`config.mk`:
```
export PLATFORM = sky130hd
export DESIGN_NAME = bcd_xs3_seq_ctrl
export DESIGN_NICKNAME = d
export VERILOG_FILES = /design/src/rtl/bcd_xs3_seq_ctrl.sv
export SDC_FILE = /design/constraint.sdc
export NUM_CORES = 1
export LEC_CHECK = 0
export ABC_AREA = 1
export BUFFER_PORTS_ARGS = -buffer_cell sky130_fd_sc_hd__buf_2
export CAP_MARGIN = 30
export CORE_UTILIZATION = 45
export CTS_CLUSTER_SIZE = 40
export DETAILED_ROUTE_END_ITERATION = 12
export GPL_TIMING_DRIVEN = 0
export PLACE_DENSITY_LB_ADDON = 0.3
export SYNTH_ARGS = -nofsm -noshare
export SYNTH_HDL_FRONTEND = slang
export SYNTH_SLANG_ARGS = --single-unit
```
`constraint.sdc`:
```
create_clock -name clk -period 2.1 [get_ports clk]
set_input_delay 0.105 -clock clk [delete_from_list [all_inputs] [get_ports clk]]
set_output_delay 0.105 -clock clk [all_outputs]
set_load 0.005 [all_outputs]
```
`src/rtl/bcd_xs3_seq_ctrl.sv`:
```
// Sequencing controller: converts a packed BCD word to Excess-3 one digit per
// clock through a shared external 4-bit converter, with per-digit error flags.
module bcd_xs3_seq_ctrl #(
    parameter int NDIG = 4
) (
    input  logic              clk,
    input  logic              rst_n,
    input  logic              start_valid,
    output logic              start_ready,
    input  logic [4*NDIG-1:0] bcd_in,
    output logic [3:0]        conv_b,
    input  logic [3:0]        conv_x,
    output logic [4*NDIG-1:0] xs3_out,
    output logic [NDIG-1:0]   err,
    output logic              out_valid,
    input  logic              out_ready,
    output logic              busy
);
    localparam int CW = (NDIG > 1) ? $clog2(NDIG) : 1;
    localparam logic [CW-1:0] LAST = CW'(NDIG - 1);

    typedef enum logic [1:0] {IDLE, CONV, DONE} state_t;

    state_t                 state_q, state_d;
    logic [CW-1:0]          cnt_q, cnt_d;
    logic [NDIG-1:0][3:0]   opnd_q, opnd_d;
    logic [NDIG-1:0][3:0]   xs3_q, xs3_d;
    logic [NDIG-1:0]        err_q, err_d;
    logic [3:0]             dig;

    assign dig = opnd_q[cnt_q];

    always_ff @(posedge clk or negedge rst_n) begin
        if (!rst_n) begin
            state_q <= IDLE;
            cnt_q   <= '0;
            opnd_q  <= '0;
            xs3_q   <= '0;
            err_q   <= '0;
        end else begin
            state_q <= state_d;
            cnt_q   <= cnt_d;
            opnd_q  <= opnd_d;
            xs3_q   <= xs3_d;
            err_q   <= err_d;
        end
    end

    always_comb begin
        state_d = state_q;
        cnt_d   = cnt_q;
        opnd_d  = opnd_q;
        xs3_d   = xs3_q;
        err_d   = err_q;
        case (state_q)
            IDLE: begin
                if (start_valid) begin
                    state_d = CONV;
                    opnd_d  = bcd_in;
                    xs3_d   = '0;
                    err_d   = '0;
                    cnt_d   = '0;
                end
            end
            CONV: begin
                // Non-BCD digits are forced to zero regardless of the converter.
                if (dig > 4'd9) begin
                    xs3_d[cnt_q] = 4'b0000;
                    err_d[cnt_q] = 1'b1;
                end else begin
                    xs3_d[cnt_q] = conv_x;
                end
                if (cnt_q == LAST) state_d = DONE;
                else               cnt_d   = cnt_q + CW'(1);
            end
            DONE: begin
                if (out_ready) state_d = IDLE;
            end
            default: state_d = IDLE;
        endcase
    end

    always_comb begin
        start_ready = (state_q == IDLE);
        busy        = (state_q == CONV) || (state_q == DONE);
        out_valid   = (state_q == DONE);
        conv_b      = (state_q == CONV) ? dig : 4'b0000;
        xs3_out     = xs3_q;
        err         = err_q;
    end
endmodule

```
==> metrics.yaml, run 1 <==
cts:
  clock_latency_ns: 0.30
  root_buffer: "clkbuf_8"
  clk_pin_slew_ns: 0.08
  cts_max_level: 2
  post_cts_buffers: 0
  cts_tree: "done"
  clock_sinks: 40
  clockBufferDepth: 2
  cts_buffers: 5
timing:
  maxSlewViolCount: 0
  tightest_slew_ns: 0.897
  rsz0062_at_grt: "yes"
  max_freq_mhz: 507
  finalCriticalPeriod_ns: 1.97
  fin_crit_sh_pct: 93.9
  hold_viol_final: 0
  slew_headroom_pct: 40.2
  hold_slack_ns: 0.0285
  skew_ns: 0.00440
  finalSetupViolations: 0
  fin_ws_ns: 0.129
finish:
  drive_gt1_share_pct: 27.7
  area_delta_synth_final_pct: 19.9
  layout_common_cells: "120 x nand2_1, 54 x buf_2, 40 x dfrtp_1"
  fin_cells: 417
  final_area_sq_mm: 0.00284
  final_common_cell: "nand2_1"
  antenna_cells: 0
  nets: 377
floorplan:
  core_area_sq_mm: 0.00507
  fp.dieW_um: 74.6
  die_y_um: 74.6
  num_rows: 26
  io_pins: 51
  start_util_pct: 46.7
  die-area_sq_mm: 0.00556
place:
  port_buffers: 50
  dpl_cell_area_sq_mm: 0.00271
  dp_hpwl_um: 3680
  dp_cells: 408
  dp_worst_setup_slack_ns: 0.157
  routabilityCongestion: 0.824
global_route:
  gr-usage-all-layers_pct: 20.2
  grt_use_met3_pct: 5.01
  grt_pass1_vias: 1827
  grt_pass1_wl_um: 8510
  grt-busiest-layer: "met2"
  grt-ovfl-total: 0
  grt.met1_usage_pct: 26.6
  antenna_found_initial: 0
  grt_max_degree: 41
  met2_usage_pct: 32.6
drt:
  dr.pass1.iters: 4
  routedWlPerCell_um: 12.2
  drtIter0Drc: 108
  num_vias: 2033
  drc: 0
  wl_um: 5080
  final_antenna_net_count: 0
  viasPerCell: 4.88
setup_path:
  worstRegToRegCells: 9
  arrival_ns: 1.87
  critPathMaxFanout: 10
  startpoint_type: "flip-flop"
  crit_type: "flip-flop to primary output"
  required_ns: 2.00
  end_kind: "primary output"
synthesis:
  synthCells: 288
  yosysWarnings: 0
  synth_cell_types: 28
  syn_area_sq_mm: 0.00237
  synth-seq-area-share_pct: 42.2
  synth_nets: 319
  syn_area_per_cell_sq_um: 8.23
  ys_ff_latch: 40
power:
  irDropWorstVdd_mv: 0.724
  powerDensity_mw_per_mm2: 1450
  power_leakage_nw: 1.52
  p_total_mw: 4.11
worst_hold_path:
  worstHoldPathType: "input port to flip-flop"
  holdPathStages: 2
outcome:
  status: "completed"
flow_run:
  drv_cap: 0
cell type report:
| class | count | area (sq um) |
|---|---|---|
| Fill cell | 500 | 2230 |
| Multi-Input combinational cell | 220 | 1220 |
| Sequential cell | 40 | 1000 |
| Timing Repair Buffer | 51 | 260 |
| Buffer | 11 | 92.6 |
| Tap cell | 70 | 87.6 |
| Clock buffer | 5 | 68.8 |
| Inverter | 17 | 66.3 |
| Clock inverter | 3 | 42.5 |
what timing repair did:
action | 4_1_cts | 5_1_grt
resized for setup | 0 | 2
hold endpoints to repair | 40 | 0
endpoints found under the setup margin | 0 | 15
hold buffers | 1 | 0
state kept, by name, summed over array words and instances (netlist names):
name and count:
xs3_out 16, cnt_q 2, state_q 2, opnd_q 16, err 4
report_power, final:
group | internal (mW) | leakage, nW | switching (mW)
clock | 0.352 | 0.0541 | 0.287
sequential | 1.06 | 0.515 | 0.188
combinational | 0.882 | 0.953 | 1.34
path summary, 6_finish.rpt:
path	start	end	slack (ns)
max in group asynchronous	rst_n	xs3_out[14]	1.07
max	state_q[1]	conv_b[3]	0.13
min reg2reg	opnd_q[12]	opnd_q[12]	0.51
min	bcd_in[6]	opnd_q[6]	0.03
max reg2reg	state_q[1]	xs3_out[1]	0.18
min in group asynchronous	rst_n	state_q[0]	0.47
layer usage:
metal  vias to the layer above  wire length, um  share of wire [%]
li1                       1052                -                  -
met2                        46             2310                 46
met4                         0               63                1.2
met5                         -                0                  0
met1                       930             2500                 49
met3                         5              208                4.1
cells by family after synthesis:
logic type	Yosys count	share of synthesized area, %
and+or+nand+nor	180	35.9
DFF	40	42.2
AOI/OAI and AO/OA	17	3.91
buffers and inverters	28	6.70
muxes	16	7.60
adders and majority gates	7	3.69
critical path: stages (launching register included):
cell     delay, ns
dfrtp_1       0.41
inv_1         0.09
ha_1          0.14
buf_2         0.21
inv_1         0.19
nor2_4        0.20
buf_4         0.20
buf_2         0.13
synth_stat cells:
cell / count / area share, %
nand2_1: 120 / 19
dfrtp_1: 40 / 42
nand3_1: 18 / 3.8
nand3b_1: 18 / 5.7
mux2_2: 16 / 7.6
inv_1: 15 / 2.4
o21ai_0: 10 / 2.1
ha_1: 7 / 3.7
nand4_1: 7 / 1.8
nor2_1: 7 / 1.1
nand2_4: 5 / 2.4
buf_2: 4 / 0.84
o21ai_1: 4 / 0.84
buf_6: 2 / 0.95
nand2_2: 2 / 0.53
a21oi_1: 1 / 0.21
buf_1: 1 / 0.16
buf_12: 1 / 0.84
buf_4: 1 / 0.32
buf_8: 1 / 0.63
clkbuf_1: 1 / 0.16
inv_2: 1 / 0.16
inv_4: 1 / 0.26
nand2_8: 1 / 0.84
nand3_2: 1 / 0.42
nor2_2: 1 / 0.26
o21ai_2: 1 / 0.37
o221ai_1: 1 / 0.37
per-stage QoR:
step / util [%] / setup TNS (ns)
final: 56.0 / 0
after global routing: 56.0 / -0.0140
after CTS: 55.8 / 0
after detailed placement: 53.4 / 0
after global placement: 53.4 / 0
after floorplan: - / 0
Power figures use the tool's default switching activity.
==> run 2, diff against run 1 <==
Clock period 2.1 ns to 2.3 ns, I/O delays scaled along.
==> run 2 against run 1 <==
Global-route usage did not move; register-to-register slack improved by 0.16 ns; utilization fell by 0.25 points; flip-flop and latch count did not move; sequential power fell by 8%; die area did not move; first-iteration DRC count rose by 26%; sequential share of layout area rose by 0.16 points; critical endpoint unchanged; largest power group unchanged.
==> metrics.yaml, run 2 (synthesis gave the netlist of run 1 again) <==
outcome:
  status: "completed"  # unchanged
setup_path:
  cp_slowest_cell: "dfrtp_1"  # unchanged
  cpPeakStageDelay_ns: 0.41  # about the same
  cpLargestDelayFamily: "buffers and inverters"  # unchanged
  crit_chain: "inv_1 > ha_1 > buf_2 > inv_1 > nor2_2 > buf_4 > buf_2"  # was inv_1 > ha_1 > buf_2 > inv_1 > nor2_4 > buf_4 > buf_2
  startpoint_type: "flip-flop"  # unchanged
  crit_type: "flip-flop to primary output"  # unchanged
  critPathBufInv: 5  # unchanged
  arrival_ns: 1.91  # was 1.87 ns
  required_ns: 2.18  # was 2.00 ns
  critPathMaxFanout: 10  # unchanged
  end_kind: "primary output"  # unchanged
power:
  p_sw_share_pct: 44.0  # was 44.3%
  p_clk_share_pct: 15.5  # about the same
  p_sw_mw: 1.64  # was 1.82 mW
  irDropWorstVdd_mv: 0.658  # was 0.724 mV
  p_int_mw: 2.08  # was 2.29 mW
  powerDensity_mw_per_mm2: 1310  # was 1450 mW/mm^2
  power_leakage_nw: 1.52  # about the same
  p_comb_share_pct: 54.0  # was 54.2%
  seq_power_share_pct: 30.5  # was 30.3%
  p_total_mw: 3.72  # was 4.11 mW
floorplan:
  num_rows: 26  # unchanged
  fp.dieW_um: 74.6  # unchanged
  die_y_um: 74.6  # unchanged
  io_pins: 51  # unchanged
  die-area_sq_mm: 0.00556  # unchanged
  start_util_pct: 46.7  # unchanged
  core_area_sq_mm: 0.00507  # unchanged
finish:
  utilization_pct: 55.8  # was 56.0%
  regArea_sq_mm: 0.00100  # unchanged
  layout_common_cells: "120 x nand2_1, 54 x buf_2, 40 x dfrtp_1"  # unchanged
  area_delta_synth_final_pct: 19.4  # was 19.9%
  nets: 377  # unchanged
  drive_gt1_share_pct: 27.7  # unchanged
  fillers: 501  # was 500
  antenna_cells: 0  # unchanged
  multi_input_area_sq_mm: 0.00121  # was 0.00122 sq mm
  final_common_cell: "nand2_1"  # unchanged
timing:
  rsz0062_at_grt: "no"  # was yes
  fin_crit_sh_pct: 88.0
  hold_slack_ns: 0.0432  # was 0.0285 ns
  maxSlewViolCount: 0  # unchanged
  skew_ns: 0.00528  # was 0.00440 ns
  slew_headroom_pct: 40.9  # was 40.2%
  hold_viol_final: 0  # unchanged
  finalSetupViolations: 0  # unchanged
  tightest_slew_ns: 0.886  # was 0.897 ns
  setup_tns_ns: 0  # unchanged
  max_freq_mhz: 494
  finalCriticalPeriod_ns: 2.02
cts:
  post_cts_buffers: 0  # unchanged
  cts_resized: 0  # unchanged
  cts_buffers: 5  # unchanged
  postCtsHoldBufs: 1  # unchanged
  cts_tree: "done"  # unchanged
  cts_max_level: 2  # unchanged
  root_buffer: "clkbuf_8"  # unchanged
  clk_pin_slew_ns: 0.08  # about the same
  clock_sinks: 40  # unchanged
  clock_latency_ns: 0.30  # about the same
  clockBufferDepth: 2  # unchanged
global_route:
  grt_max_degree: 41  # unchanged
  antenna_found_initial: 0  # unchanged
  grt_pass1_vias: 1827  # unchanged
  gr-usage-all-layers_pct: 20.2  # unchanged
  grt_pass1_wl_um: 8510  # unchanged
  grt-ovfl-total: 0  # unchanged
drt:
  num_vias: 2027  # was 2033
  drtIter0Drc: 136  # was 108
  wl_um: 5040  # was 5080 um
  routedWlPerCell_um: 12.1  # was 12.2 um
  final_antenna_net_count: 0  # unchanged
  topRoutingLayerUsed: "met4"  # unchanged
  wl_met1_um: 2450  # was 2500 um
  dr.pass1.iters: 4  # unchanged
  wl_met3_um: 211  # was 208 um
  wl_met2_um: 2310  # about the same
  drc: 0  # unchanged
  viasPerCell: 4.86  # was 4.88
place:
  routabilityCongestion: 0.824  # unchanged
  dp_hpwl_um: 3680  # unchanged
  port_buffers: 50  # unchanged
worst_hold_path:
  worstHoldPathType: "input port to flip-flop"  # unchanged
flow_run:
  drv_cap: 0  # unchanged
==> run 2: cell count changes in the layout (fill, tap and decap cells not counted) <==
| cell | before | now |
|---|---|---|
| o21ai_4 | 1 | 0 |
| o21ai_2 | 0 | 1 |
| nor2_4 | 1 | 0 |
| nor2_2 | 0 | 1 |
==> run 2: layout make-up <==
type                    instances  area share, %
clock inverters                 3           1.50
plain buffers                  11           3.27
flip-flops and latches         40           35.4
well taps                      70           3.09
multi-input cells             220           42.8
inverters                      17           2.34
repair buffers                 51           9.20
clock buffers                   5           2.43
==> run 2: metrics by stage <==
stage / cell area [sq um] / std cells / setup slack [ns]
4_1_cts: 2830 / 417 / 0.244
6_report: 2830 / 417 / 0.277
3_3_place_gp: 2710 / 408 / 0.387
2_1_floorplan: 2370 / 288 / 0.678
5_1_grt: 2830 / 417 / 0.121
3_5_place_dp: 2710 / 408 / 0.357
==> run 2: worst paths after layout <==
kind	startpoint	slack, ns	to	cells after the start
worst max-delay path	state_q[1]	0.28	conv_b[3]	7
worst min-delay path	bcd_in[6]	0.04	opnd_q[6]	2
worst max register to register	state_q[1]	0.34	xs3_out[13]	9
worst min register to register	opnd_q[12]	0.51	opnd_q[12]	1
max in group asynchronous	rst_n	1.26	xs3_out[15]	2
min in group asynchronous	rst_n	0.48	state_q[0]	2
==> run 2: power by group through the flow <==
stage / clock, mW / sequential (mW) / combinational (mW)
after CTS: 0.596 / 1.13 / 2.02
after global routing: 0.628 / 1.18 / 2.24
final: 0.578 / 1.14 / 2.01
after floorplan: 0 / 1.11 / 1.51
after detailed placement: 0 / 1.15 / 2.01
after global placement: 0 / 1.14 / 1.98
==> run 2: routing by layer <==
layer / global-route usage, % / up-vias
met3: 5.01 / 6
met4: 6.08 / 0
li1: - / 1050
met2: 32.6 / 45
met5: 0 / -
met1: 26.6 / 926
==> run 2: worst reg2reg max path, cell delays in order (launching register included) <==
cell,delay [ns]
dfrtp_1,0.41
inv_1,0.09
ha_1,0.14
buf_2,0.21
inv_1,0.16
o21ai_2,0.28
buf_2,0.28
nand2_1,0.14
nand2_1,0.08
nand2_1,0.06
==> run 3, diff against run 2 <==
Settings changed: REMOVE_ABC_BUFFERS from default to 1.
==> run 3 against run 2 <==
Critical path depth decreased by 2; final cell count decreased by 2.6%; utilization decreased by 1.6 points; sequential share of layout area increased by 1.0 points; largest cell class unchanged; global-route usage increased by 0.67 points; register-to-register slack got worse by 0.08 ns; die area unchanged; non-clock buffer count decreased by 11; maximum frequency decreased by 2.7%; critical path type unchanged; first-iteration DRC count increased by 2.2%; routed wire length increased by 0.14%; power decreased by 5.8%.
==> metrics.yaml, run 3 (synthesis gave the netlist of run 1 again) <==
cts:
  cts_max_level: 2  # unchanged
  cts_buffers: 5  # unchanged
  cts_tree: "done"  # unchanged
  clockBufferDepth: 2  # unchanged
  root_buffer: "clkbuf_8"  # unchanged
  clock_sinks: 40  # unchanged
  post_cts_buffers: 0  # unchanged
  clock_latency_ns: 0.30  # about the same
  clk_pin_slew_ns: 0.09  # was 0.08 ns
setup_path:
  end_kind: "primary output"  # unchanged
  cp_slowest_cell: "dfrtp_1"  # unchanged
  arrival_ns: 1.96  # was 1.91 ns
  startpoint_type: "flip-flop"  # unchanged
  worstRegToRegCells: 8  # was 9
  cpPeakStageDelay_ns: 0.41  # about the same
  crit_type: "flip-flop to primary output"  # unchanged
  required_ns: 2.18  # about the same
  critPathMaxFanout: 26  # was 10
  crit_chain: "inv_1 > ha_4 > inv_1 > nor2_4 > buf_2"  # was inv_1 > ha_1 > buf_2 > inv_1 > nor2_2 > buf_4 > buf_2
  crit_top_cell: "inv_1"
place:
  dp_hpwl_um: 3420  # was 3680 um
  port_buffers: 50  # unchanged
  dp_worst_setup_slack_ns: -0.461  # was 0.357 ns
  dp_cells: 397  # was 408
  routabilityCongestion: 0.786  # was 0.824
timing:
  fin_ws_ns: 0.221  # was 0.277 ns
  skew_ns: 0.00621  # was 0.00528 ns
  maxSlewViolCount: 0  # unchanged
  hold_viol_final: 0  # unchanged
  hold_slack_ns: 0.0394  # was 0.0432 ns
  rsz0062_at_grt: "no"  # unchanged
  tightest_slew_ns: 0.898  # was 0.886 ns
  fin_crit_sh_pct: 90.4  # was 88.0%
  max_freq_mhz: 481  # was 494 MHz
  finalCriticalPeriod_ns: 2.08  # was 2.02 ns
  slew_headroom_pct: 40.1  # was 40.9%
  finalSetupViolations: 0  # unchanged
outcome:
  status: "completed"  # unchanged
power:
  irDropWorstVdd_mv: 0.915  # was 0.658 mV
  power_leakage_nw: 1.46  # was 1.52 nW
  powerDensity_mw_per_mm2: 1270  # was 1310 mW/mm^2
floorplan:
  die-area_sq_mm: 0.00556  # unchanged
  start_util_pct: 46.7  # unchanged
  num_rows: 26  # unchanged
  die_y_um: 74.6  # unchanged
  fp.dieW_um: 74.6  # unchanged
  io_pins: 51  # unchanged
  core_area_sq_mm: 0.00507  # unchanged
finish:
  antenna_cells: 0  # unchanged
  regArea_sq_mm: 0.00100  # unchanged
  drive_gt1_share_pct: 26.5  # was 27.7%
  multi_input_area_sq_mm: 0.00124  # was 0.00121 sq mm
  fillers: 492  # was 501
  fin_cells: 406  # was 417
  utilization_pct: 54.2  # was 55.8%
  area_delta_synth_final_pct: 16.0  # was 19.4%
  layout_common_cells: "119 x nand2_1, 50 x buf_2, 40 x dfrtp_1"  # was 120 x nand2_1, 54 x buf_2, 40 x dfrtp_1
  final_common_cell: "nand2_1"  # unchanged
  nets: 366  # was 377
drt:
  drc: 0  # unchanged
  dr.pass1.iters: 4  # unchanged
  final_antenna_net_count: 0  # unchanged
  num_vias: 2047  # was 2027
  viasPerCell: 5.04  # was 4.86
  wl_um: 5040  # about the same
  drtIter0Drc: 139  # was 136
  routedWlPerCell_um: 12.4  # was 12.1 um
global_route:
  grt_max_degree: 41  # unchanged
  grt-ovfl-total: 0  # unchanged
  grt_pass1_wl_um: 8660  # was 8510 um
  antenna_found_initial: 0  # unchanged
  gr-usage-all-layers_pct: 20.8  # was 20.2%
  grt_pass1_vias: 1958  # was 1827
flow_run:
  drv_cap: 0  # unchanged
worst_hold_path:
  worstHoldPathType: "input port to flip-flop"  # unchanged
  holdPathStages: 2  # unchanged
[run 3: changes by cell type in the layout (fill, tap and decap cells not counted), sizes merged]
cell,previous run,this run
clkinvlp,1,2
clkinv,1,0
bufinv,1,0
buf,60,50
[run 3: through the flow]
step,area (sq um),TNS (ns),power [mW]
after floorplan,2280,0,2.45
after global placement,2620,-8.95,2.92
after detailed placement,2620,-8.90,2.96
after global routing,2750,0,3.84
final,2750,0,3.51
after CTS,2740,0,3.51
[run 3: layout make-up]
cell class	instances	share of cell area [%]
Inverter	17	2.41
Tap cell	70	3.18
Clock buffer	6	3.00
Timing Repair Buffer	51	9.46
Clock inverter	2	0.546
Multi-Input combinational cell	220	45.0
Sequential cell	40	36.4
[run 3: worst max-delay path: cells and delay by family (launching register included)]
family	cells	cell delay [ns]
buf+inv	3	0.55
simple gates	1	0.38
flops	1	0.41
fa+ha+maj	1	0.33
[run 3: routing by layer]
layer,wire length [um],track usage [%]
met1,2410,25.3
met2,2300,35.5
met3,289,6.10
met4,43,6.50
met5,0,0
[run 3: repair_timing]
action | CTS | global route
setup endpoints to repair | 26 | 23
gates resized for setup | 3 | 2
cloned | 0 | 0
hold buffers | 1 | 0
endpoints found under the hold margin | 40 | 0
[run 3: worst paths after layout]
check / from / to / slack [ns]
worst max register to register: state_q[1] / xs3_out[9] / 0.26
max in group asynchronous: rst_n / err[0] / 1.25
worst min register to register: xs3_out[6] / xs3_out[6] / 0.51
min in group asynchronous: rst_n / xs3_out[5] / 0.48
worst max-delay path: state_q[1] / conv_b[3] / 0.22
worst min-delay path: bcd_in[0] / opnd_q[0] / 0.04
[run 3: where the power goes]
group          switching (mW)  leakage (nW)  total (mW)  internal (mW)
clock network           0.267        0.0434       0.510          0.243
registers               0.188         0.515        1.15          0.965
logic                    1.17         0.901        1.84          0.677
